===== config.mk =====
export PLATFORM = sky130hd
export DESIGN_NAME = axi_reset_ctrl_flat
export DESIGN_NICKNAME = d
export VERILOG_FILES = /design/src/rtl/axi_reset_pkg.sv /design/src/rtl/axi_reset_ctrl_if.sv /design/src/rtl/axi_reset_sync.sv /design/src/rtl/axi_reset_ctrl.sv /design/src/flat_wrapper.sv
export SDC_FILE = /design/constraint.sdc
export NUM_CORES = 1
export LEC_CHECK = 0
export CAP_MARGIN = 20
export CORE_MARGIN = 2
export CORE_UTILIZATION = 30
export DETAILED_ROUTE_END_ITERATION = 16
export PLACE_DENSITY = 0.56
export SKIP_CTS_REPAIR_TIMING = 1
export SLEW_MARGIN = 20
export SYNTH_ARGS = -nofsm -noshare
export SYNTH_HDL_FRONTEND = slang
export SYNTH_HIERARCHICAL = 1
export SYNTH_SLANG_ARGS = --single-unit

===== constraint.sdc =====
create_clock -name clk -period 2.31 [get_ports clk]
set_input_delay 0.462 -clock clk [delete_from_list [all_inputs] [get_ports clk]]
set_output_delay 0.462 -clock clk [all_outputs]
set_load 0.05 [all_outputs]

===== src/rtl/axi_reset_pkg.sv =====
// Shared types for the AXI reset consumer: FSM state encoding seen on state_o.
package axi_reset_pkg;

  typedef enum logic [1:0] {
    RST_SYNC  = 2'd0,
    RST_HOLD  = 2'd1,
    RST_READY = 2'd2,
    RST_SOFT  = 2'd3
  } axi_rst_state_e;

endpackage


===== src/rtl/axi_reset_ctrl_if.sv =====
// Reset-consumer bundle: soft reset request in, ARESETn / VALID-enable / status out.
interface axi_reset_ctrl_if #(
  parameter int CNT_W = 16
);
  logic             soft_rst_req;
  logic             aresetn;
  logic             valid_en;
  logic             soft_busy;
  logic [1:0]       state_o;
  logic [CNT_W-1:0] soft_count;
  logic [CNT_W-1:0] release_count;

  modport slave (
    input  soft_rst_req,
    output aresetn, valid_en, soft_busy, state_o, soft_count, release_count
  );

  modport master (
    output soft_rst_req,
    input  aresetn, valid_en, soft_busy, state_o, soft_count, release_count
  );
endinterface


===== src/rtl/axi_reset_sync.sv =====
// Async-assert / sync-deassert flop chain; dout goes high STAGES edges after rst drops.
module axi_reset_sync #(
  parameter int STAGES = 2
) (
  input  logic clk,
  input  logic rst,
  output logic dout
);

  logic [STAGES-1:0] chain_q;

  always_ff @(posedge clk or posedge rst) begin
    if (rst) chain_q <= '0;
    else     chain_q <= {chain_q[STAGES-2:0], 1'b1};
  end

  assign dout = chain_q[STAGES-1];

endmodule


===== src/rtl/axi_reset_ctrl.sv =====
// AXI ARESETn generator: synchronized release, VALID guard period, soft resets and event counters.
module axi_reset_ctrl
  import axi_reset_pkg::*;
#(
  parameter int SYNC_STAGES     = 2,
  parameter int HOLD_CYCLES     = 4,
  parameter int SOFT_RST_CYCLES = 16,
  parameter int CNT_W           = 16
) (
  input  logic             clk,
  input  logic             reset,
  axi_reset_ctrl_if.slave  bus
);

  localparam int HW = (HOLD_CYCLES > 1) ? $clog2(HOLD_CYCLES) : 1;
  localparam int SW = (SOFT_RST_CYCLES > 1) ? $clog2(SOFT_RST_CYCLES) : 1;
  localparam logic [HW-1:0] HOLD_LAST = HW'(HOLD_CYCLES - 1);
  localparam logic [SW-1:0] SOFT_LAST = SW'(SOFT_RST_CYCLES - 1);

  axi_rst_state_e   state_q;
  logic             aresetn_q;
  logic             valid_en_q;
  logic             soft_busy_q;
  logic [HW-1:0]    hold_cnt_q;
  logic [SW-1:0]    soft_cnt_q;
  logic [CNT_W-1:0] soft_count_q;
  logic [CNT_W-1:0] release_count_q;
  logic             sync_done;

  function automatic logic [CNT_W-1:0] sat_inc(input logic [CNT_W-1:0] v);
    return (&v) ? v : v + CNT_W'(1);
  endfunction

  axi_reset_sync #(.STAGES(SYNC_STAGES)) u_sync (
    .clk  (clk),
    .rst  (reset),
    .dout (sync_done)
  );

  always_ff @(posedge clk or posedge reset) begin
    if (reset) begin
      state_q         <= RST_SYNC;
      aresetn_q       <= 1'b0;
      valid_en_q      <= 1'b0;
      soft_busy_q     <= 1'b0;
      hold_cnt_q      <= '0;
      soft_cnt_q      <= '0;
      soft_count_q    <= '0;
      release_count_q <= '0;
    end else begin
      case (state_q)
        RST_SYNC: begin
          if (sync_done) begin
            state_q    <= RST_HOLD;
            aresetn_q  <= 1'b1;
            hold_cnt_q <= '0;
          end
        end
        RST_HOLD: begin
          if (hold_cnt_q == HOLD_LAST) begin
            state_q         <= RST_READY;
            valid_en_q      <= 1'b1;
            release_count_q <= sat_inc(release_count_q);
          end else begin
            hold_cnt_q <= hold_cnt_q + HW'(1);
          end
        end
        // Requests are only honoured here; anything seen in other states is dropped.
        RST_READY: begin
          if (bus.soft_rst_req) begin
            state_q      <= RST_SOFT;
            aresetn_q    <= 1'b0;
            valid_en_q   <= 1'b0;
            soft_busy_q  <= 1'b1;
            soft_cnt_q   <= '0;
            soft_count_q <= sat_inc(soft_count_q);
          end
        end
        RST_SOFT: begin
          if (soft_cnt_q == SOFT_LAST) begin
            state_q     <= RST_HOLD;
            aresetn_q   <= 1'b1;
            soft_busy_q <= 1'b0;
            hold_cnt_q  <= '0;
          end else begin
            soft_cnt_q <= soft_cnt_q + SW'(1);
          end
        end
        default: state_q <= RST_SYNC;
      endcase
    end
  end

  assign bus.aresetn       = aresetn_q;
  assign bus.valid_en      = valid_en_q;
  assign bus.soft_busy     = soft_busy_q;
  assign bus.state_o       = state_q;
  assign bus.soft_count    = soft_count_q;
  assign bus.release_count = release_count_q;

endmodule

===== src/flat_wrapper.sv =====
// flat-port wrapper written by rule: the top's interface ports become plain ports
module axi_reset_ctrl_flat import axi_reset_pkg::*;
#(
  parameter int SYNC_STAGES     = 2,
  parameter int HOLD_CYCLES     = 4,
  parameter int SOFT_RST_CYCLES = 16,
  parameter int CNT_W           = 16
)
  (clk, reset, bus_soft_rst_req, bus_aresetn, bus_valid_en, bus_soft_busy, bus_state_o, bus_soft_count, bus_release_count);
  axi_reset_ctrl_if #(.CNT_W(CNT_W)) bus_i ();
  input  logic clk;
  input  logic reset;
  input wire logic [$bits(bus_i.soft_rst_req)-1:0] bus_soft_rst_req;
  output wire logic [$bits(bus_i.aresetn)-1:0] bus_aresetn;
  output wire logic [$bits(bus_i.valid_en)-1:0] bus_valid_en;
  output wire logic [$bits(bus_i.soft_busy)-1:0] bus_soft_busy;
  output wire logic [$bits(bus_i.state_o)-1:0] bus_state_o;
  output wire logic [$bits(bus_i.soft_count)-1:0] bus_soft_count;
  output wire logic [$bits(bus_i.release_count)-1:0] bus_release_count;
  assign bus_i.soft_rst_req = bus_soft_rst_req;
  assign bus_aresetn = bus_i.aresetn;
  assign bus_valid_en = bus_i.valid_en;
  assign bus_soft_busy = bus_i.soft_busy;
  assign bus_state_o = bus_i.state_o;
  assign bus_soft_count = bus_i.soft_count;
  assign bus_release_count = bus_i.release_count;
  axi_reset_ctrl #(.SYNC_STAGES(SYNC_STAGES), .HOLD_CYCLES(HOLD_CYCLES), .SOFT_RST_CYCLES(SOFT_RST_CYCLES), .CNT_W(CNT_W)) u_core (.clk(clk), .reset(reset), .bus(bus_i));
endmodule

==> impl_results.md, run 1 <==
* Dpl ws at roughly 240 ps
* Setup crit start kind: flip-flop
* Pin count of the biggest net entering global routing at between 40 and 50
* Reg-to-reg setup timing slack at between 400 and 500 ps
* Seq/Total Area, Yosys at 0.4826
* Worst Hold End: u_core/u_sync/chain_q[1]
* CP bufs+invs at 1
* Remaining Overflow, GRT at 0
* Worst EP required at ~1900 ps
* Sw power at approximately 1100 µW
* Core ar. at approximately 7600 µm²
* Gr usage total at 0.1172
* Synth Warn # at 6
* Slew Limit Fails at 0
* Finished Cell Area at about 3000 µm²
* Max Cap Violations at 0
* Placed cell area at approximately 2900 µm²
* Pint at about 1600 µW
* FF/Latch Area at roughly 1100 µm²
* Final worst slack at 220.9 ps
* Synth top area share at 0.4826
* Filler instances at about 760
* Htree depth at 2
* Critical path type: flip-flop to output pin
* CTS tree: done
* Iteration-0 DRC Markers at 131
* RePlAce Congestion at between 0.8 and 0.9
* Worst Setup End Kind: output pin
* Layout area overhead at 27.45%
* Die Area at 8500 µm²
* Delay-heaviest family, CP: buffers and inverters
* PD cells at between 900 and 1000 nW/µm²
* Dominant synthesized flop cell: dfrtp_1
* Worst Reg-to-Reg Cells at 7
* Clock root cell: clkbuf_8
* HP Start: u_core/u_sync/chain_q[0]
* Clk sinks at between 40 and 50
* Final setup vio count at 0
* Pwr Total at about 2800 µW
* DIE WIDTH at between 90 and 100 µm
* Clock network fraction of total power at 0.176
* Async set-reset flop share out of synthesis at 1.000
* Syn avg cell area at roughly 11 µm²
* Vias at approximately 1,800
* Initial antenna violation count at 0
* Slew @ Worst Pin at roughly 500 ps
* Crit share post-route at 0.9044
* Final antenna-violating net count at 0
* Via density at 4.790
* Combinational Power Share at 0.427
* HPWL after detailed placement at about 3.3 mm
* Achievable Freq at ~480 MHz
* Flop pwr share at 0.397
* Leakage power at approximately 0.0013 µW
* Status: finished clean
* EDFF count, synth at 0
* I/O pins at 40
* Crit path cell chain: clkdlybuf4s50_1
* Syn nets at approximately 230
* Drt wl/cell at ~12 µm
* Setup TNS at 0 ps
* Post-layout util at 0.3889
* Global-route wire length before repair at 7.921 mm
* Synth Register Bits at 45
* FF-to-FF End: u_core/bus.soft_count[11]
* RSZ-0062 raised after global routing: no
* Post-Route WL at between 4 and 5 mm
* Clk_lat worst skew at approximately 290 ps
* Drt drc at 0
* Die height at roughly 90 µm
* Switching Share at 0.4122
* Peak supply drop at 478.4 µV
* Vias in the first global route at 1,676
* Fin crit period at roughly 2100 ps
* R2r startpoint: u_core/bus.state_o[0]
* Starting Density at 0.3051
* Share of layout cells above drive strength 1 at 0.1094
* Max FO, Critical Path at 6
* Min-delay worst type: flip-flop to flip-flop
* Max-slew headroom at 0.6652
* Clk slew on worst S/H paths at around 80 ps
* Final clock skew at a little under 7 ps
* CP peak stage delay at about 850 ps
* CTS Buf Count at 5
* N_diodes at 0
* Syn Std Cell Area at 2333 µm²
* Hold depth at 0
* DRT Pass-1 Iters at 4
* Critical Path AT at between 1500 and 2000 ps
* Row count at 32
* Area of the multi-input gates at approximately 1100 µm²
* Cells after synthesis at 217
* Port Buffer Count at 39
* Crit path max-delay cell type: clkdlybuf4s50_1
* Nets at roughly 280
* Area leader, netlist: dfrtp_1
* Synth area leaders: dfrtp_1 48%, xor2_1 6.0%, xnor2_1 4.9%
* Longest Clk Path Bufs at 2
* Netlist cell types at between 40 and 50
* Final Hold Vio Count at 0
-- worst max path at each step --
stage / start / endpoint / slack (ps) / cells after the start
after floorplan: u_core/bus.state_o[1] / u_core/bus.release_count[11] / 310 / 7
after global placement: bus_soft_rst_req / u_core/bus.soft_count[11] / 250 / 6
after detailed placement: bus_soft_rst_req / u_core/bus.soft_count[11] / 240 / 6
after CTS: u_core/bus.soft_count[6] / bus_soft_count[6] / 190 / 1
after global routing: u_core/bus.soft_count[6] / bus_soft_count[6] / 150 / 1
final: u_core/bus.soft_count[6] / bus_soft_count[6] / 220 / 1
-- worst register-to-register path, delay by kind of cell (launching register included) --
| kind | cells | cell delay, ps |
|---|---|---|
| buf+inv | 2 | 280 |
| fa+ha+maj | 1 | 400 |
| xor+xnor | 1 | 140 |
| flops | 1 | 440 |
| simple gates | 3 | 530 |
-- cells by family (layout without fill, tap and decap cells) --
family / count (synthesis) / after routing / share of synthesized area
compound gates: 20 / 20 / 0.05469
xor+xnor: 29 / 29 / 0.1088
fa+ha+maj: 9 / 9 / 0.04826
buf+inv: 13 / 61 / 0.02520
flops: 45 / 45 / 0.4826
mux: 7 / 7 / 0.03271
other cells: 1 / 1 / 0.001607
simple gates: 93 / 93 / 0.2461
-- metal layers --
metal  track usage  wire [µm]
met5             0          0
met2        0.1893       2192
met3       0.02629        131
met1        0.1533       2169
met4       0.04478         76
-- layout make-up --
cell class,instances,share of cell area
multi-input combinational,159,0.3862
sequential,45,0.3786
timing repair buffer,46,0.1531
tap,102,0.04291
clock buffer,7,0.02903
inverter,8,0.01010
-- layout by cell type (no fill, tap or decap), types with 3 or more instances in the layout --
cell type,count
mux2_2,5
buf_4,6
dfrtp_1,45
nor2_1,9
nand3_1,19
nand2_1,17
nand2b_1,3
nand4_1,13
o21ai_0,8
xnor2_1,13
nor3_1,5
inv_1,7
xor2_1,16
ha_1,9
clkbuf_8,6
clkdlybuf4s50_1,39
-- power groups by stage --
stage / sequential (µW) / clock (µW) / combinational (µW)
floorplan: 1420 / 0 / 513
global placement: 1110 / 0 / 1180
detailed placement: 1110 / 0 / 1190
CTS: 1100 / 523 / 1190
global route: 1130 / 563 / 1290
finish: 1100 / 486 / 1180
-- registers in the layout (all words and copies together), names as in the netlist --
register	count
u_core/u_sync/chain_q	2
u_core/bus.soft_count	16
u_core/bus.state_o	2
u_core/bus.valid_en	1
u_core/bus.release_count	16
u_core/hold_cnt_q	2
u_core/bus.soft_busy	1
u_core/soft_cnt_q	4
u_core/bus.aresetn	1
-- Yosys cell counts, drive strengths merged, types with 2 or more instances --
master	count
dfrtp	45
nor2	9
o31ai	2
and4	2
o21ai	8
nor3	7
ha	9
mux2	5
nor4	3
buf	3
nor2b	2
and3	2
nand2	17
nand2b	3
a31oi	2
xor2	16
nor3b	3
inv	8
a22o	2
nor4b	2
mux2i	2
or4	4
nand3	20
nand4	14
clkbuf	2
and2	2
a21oi	2
xnor2	13
-- metrics by stage --
stage | hold slack [ps] | std cells
2_1_floorplan | 203.2 | 217
3_3_place_gp | 333.1 | 360
3_5_place_dp | 337.3 | 360
4_1_cts | 343.0 | 367
5_1_grt | 354.7 | 367
6_report | 352.3 | 367
Note: power is estimated with default switching activity, not from simulation.
==> run 2, diff against run 1 <==
--- a/config.mk
+++ b/config.mk
@@ -9,7 +9,7 @@
 export CORE_MARGIN = 2
 export CORE_UTILIZATION = 30
 export DETAILED_ROUTE_END_ITERATION = 16
-export PLACE_DENSITY = 0.56
+export PLACE_DENSITY = 0.55
 export SKIP_CTS_REPAIR_TIMING = 1
 export SLEW_MARGIN = 20
 export SYNTH_ARGS = -nofsm -noshare
==> impl_results.md, run 2 (synthesis results as in run 1) <==
* Status: finished clean
* Final setup vio count at 0
* Worst EP required at 1850 ps
* Die height at between 90 and 100 µm
* Critical Path AT at ~1600 ps
* Critical path type: flip-flop to output pin
* Core ar. at about 7600 µm²
* Hold_ws at between 300 and 400 ps
* Sw power at about 1200 µW
* RSZ-0062 raised after global routing: no
* Delay-heaviest family, CP: buffers and inverters
* Pin count of the biggest net entering global routing at 44
* Remaining Overflow, GRT at 0
* Initial antenna violation count at 0
* Reg-to-reg setup timing slack at approximately 400 ps
* Drt wl/cell at ~13 µm
* Layout area overhead at 28.58%
* Clk slew on worst S/H paths at ~90 ps
* Finished Cell Area at between 3000 and 4000 µm²
* I/O pins at 40
* Die Area at roughly 8500 µm²
* Row count at 32
* Clock network fraction of total power at 0.217
* Final clock skew at around 7.6 ps
* Placed cell area at 2880 µm²
* Nets at 276
* CTS tree: done
* Setup TNS at 0 ps
* PD cells at ~970 nW/µm²
* Leakage power at approximately 0.0013 µW
* Global-route wire length before repair at 8.059 mm
* DRT Pass-1 Iters at 4
* CP bufs+invs at 1
* CP peak stage delay at approximately 850 ps
* Port Buffer Count at 39
* N_diodes at 0
* WP depth at 1
* Clk sinks at 45
* Worst Reg-to-Reg Cells at 5
* HPWL after detailed placement at about 3.4 mm
* Peak supply drop at roughly 580 µV
* Drt drc at 0
* Most common cell after layout, fill and taps aside: dfrtp_1
* Htree depth at 2
* CTS Buf Count at 5
* Combinational Power Share at 0.406
* Final antenna-violating net count at 0
* Clk_lat worst skew at 300 ps
* Max Cap Violations at 0
* Vias at 1,781
* Flop pwr share at 0.377
* Share of layout cells above drive strength 1 at 0.1132
* Setup crit start kind: flip-flop
* Worst Setup End Kind: output pin
* Max FO, Critical Path at 6
* Min-delay worst type: input port to asynchronous set/reset pin
* Max-slew headroom at 0.6585
* Final Hold Vio Count at 0
* Crit path cell chain: clkdlybuf4s50_1
* RePlAce Congestion at roughly 0.72
* Vias in the first global route at 1,701
* Gr usage total at 0.1171
* Slew @ Worst Pin at ~510 ps
* Switching Share at 0.4023
* DIE WIDTH at 92.20 µm
* Iteration-0 DRC Markers at between 40 and 50
* Starting Density at 0.3051
* Achievable Freq at between 400 and 500 MHz
* Fin crit period at between 2000 and 2500 ps
* Final worst slack at approximately 200 ps
* Slew Limit Fails at 0
* Via density at just under 5
* Post-Route WL at between 4 and 5 mm
* Commonest non-fill, non-tap cells in the layout: 45 x dfrtp_1, 39 x clkdlybuf4s50_1, 19 x nand3_1, 17 x nand2_1, 16 x xor2_1
* Longest Clk Path Bufs at 2
* Crit path max-delay cell type: clkdlybuf4s50_1
* Crit share post-route at 0.9114
* Pint at 1740 µW
* Dpl ws at around 240 ps
* Clock root cell: clkbuf_8
run 2: cell count changes in the layout (fill, tap and decap cells not counted):
cell and change:
clkbuf_1 -1, buf_4 -1, bufinv_16 +1, clkinvlp_4 +1, inv_1 +1, clkinv_1 -1
run 2: layer usage:
layer	wire, µm	track usage	part of all wire
met1	2338	0.1634	0.50
met2	2167	0.1814	0.46
met3	140	0.02794	0.030
met4	52	0.03358	0.011
met5	0	0	0
run 2: worst paths after layout:
path                                                  start                           to
worst max-delay path               u_core/bus.soft_count[6]            bus_soft_count[6]
worst min-delay path                                  reset     u_core/u_sync/chain_q[0]
worst max register to register  u_core/bus.release_count[0]  u_core/bus.release_count[1]
worst min register to register     u_core/u_sync/chain_q[0]     u_core/u_sync/chain_q[1]
max in group asynchronous                             reset  u_core/bus.release_count[0]
min in group clk                   u_core/u_sync/chain_q[0]     u_core/u_sync/chain_q[1]
run 2: stage by stage:
step	utilization	power, µW	instances
final	0.3923	2911	367
after global routing	0.3923	3120	367
after CTS	0.3923	2958	367
after detailed placement	0.3766	2310	359
after global placement	0.3766	2288	359
after floorplan	-	1930	217
run 2: area by class of cell:
cell class,count,area (µm²)
tap,102,127.6
clock buffer,6,82.58
inverter,8,30.03
fill,777,4647
sequential,45,1126
multi-input combinational,159,1149
timing repair buffer,45,447.9
clock inverter,2,37.54
run 2: power by group through the flow:
stage                     sequential (µW)  combinational [µW]  clock (µW)
final                                1100                1180         633
after global placement               1110                1170           0
after detailed placement             1110                1200           0
after CTS                            1100                1200         661
after floorplan                      1420                 513           0
after global routing                 1130                1290         698
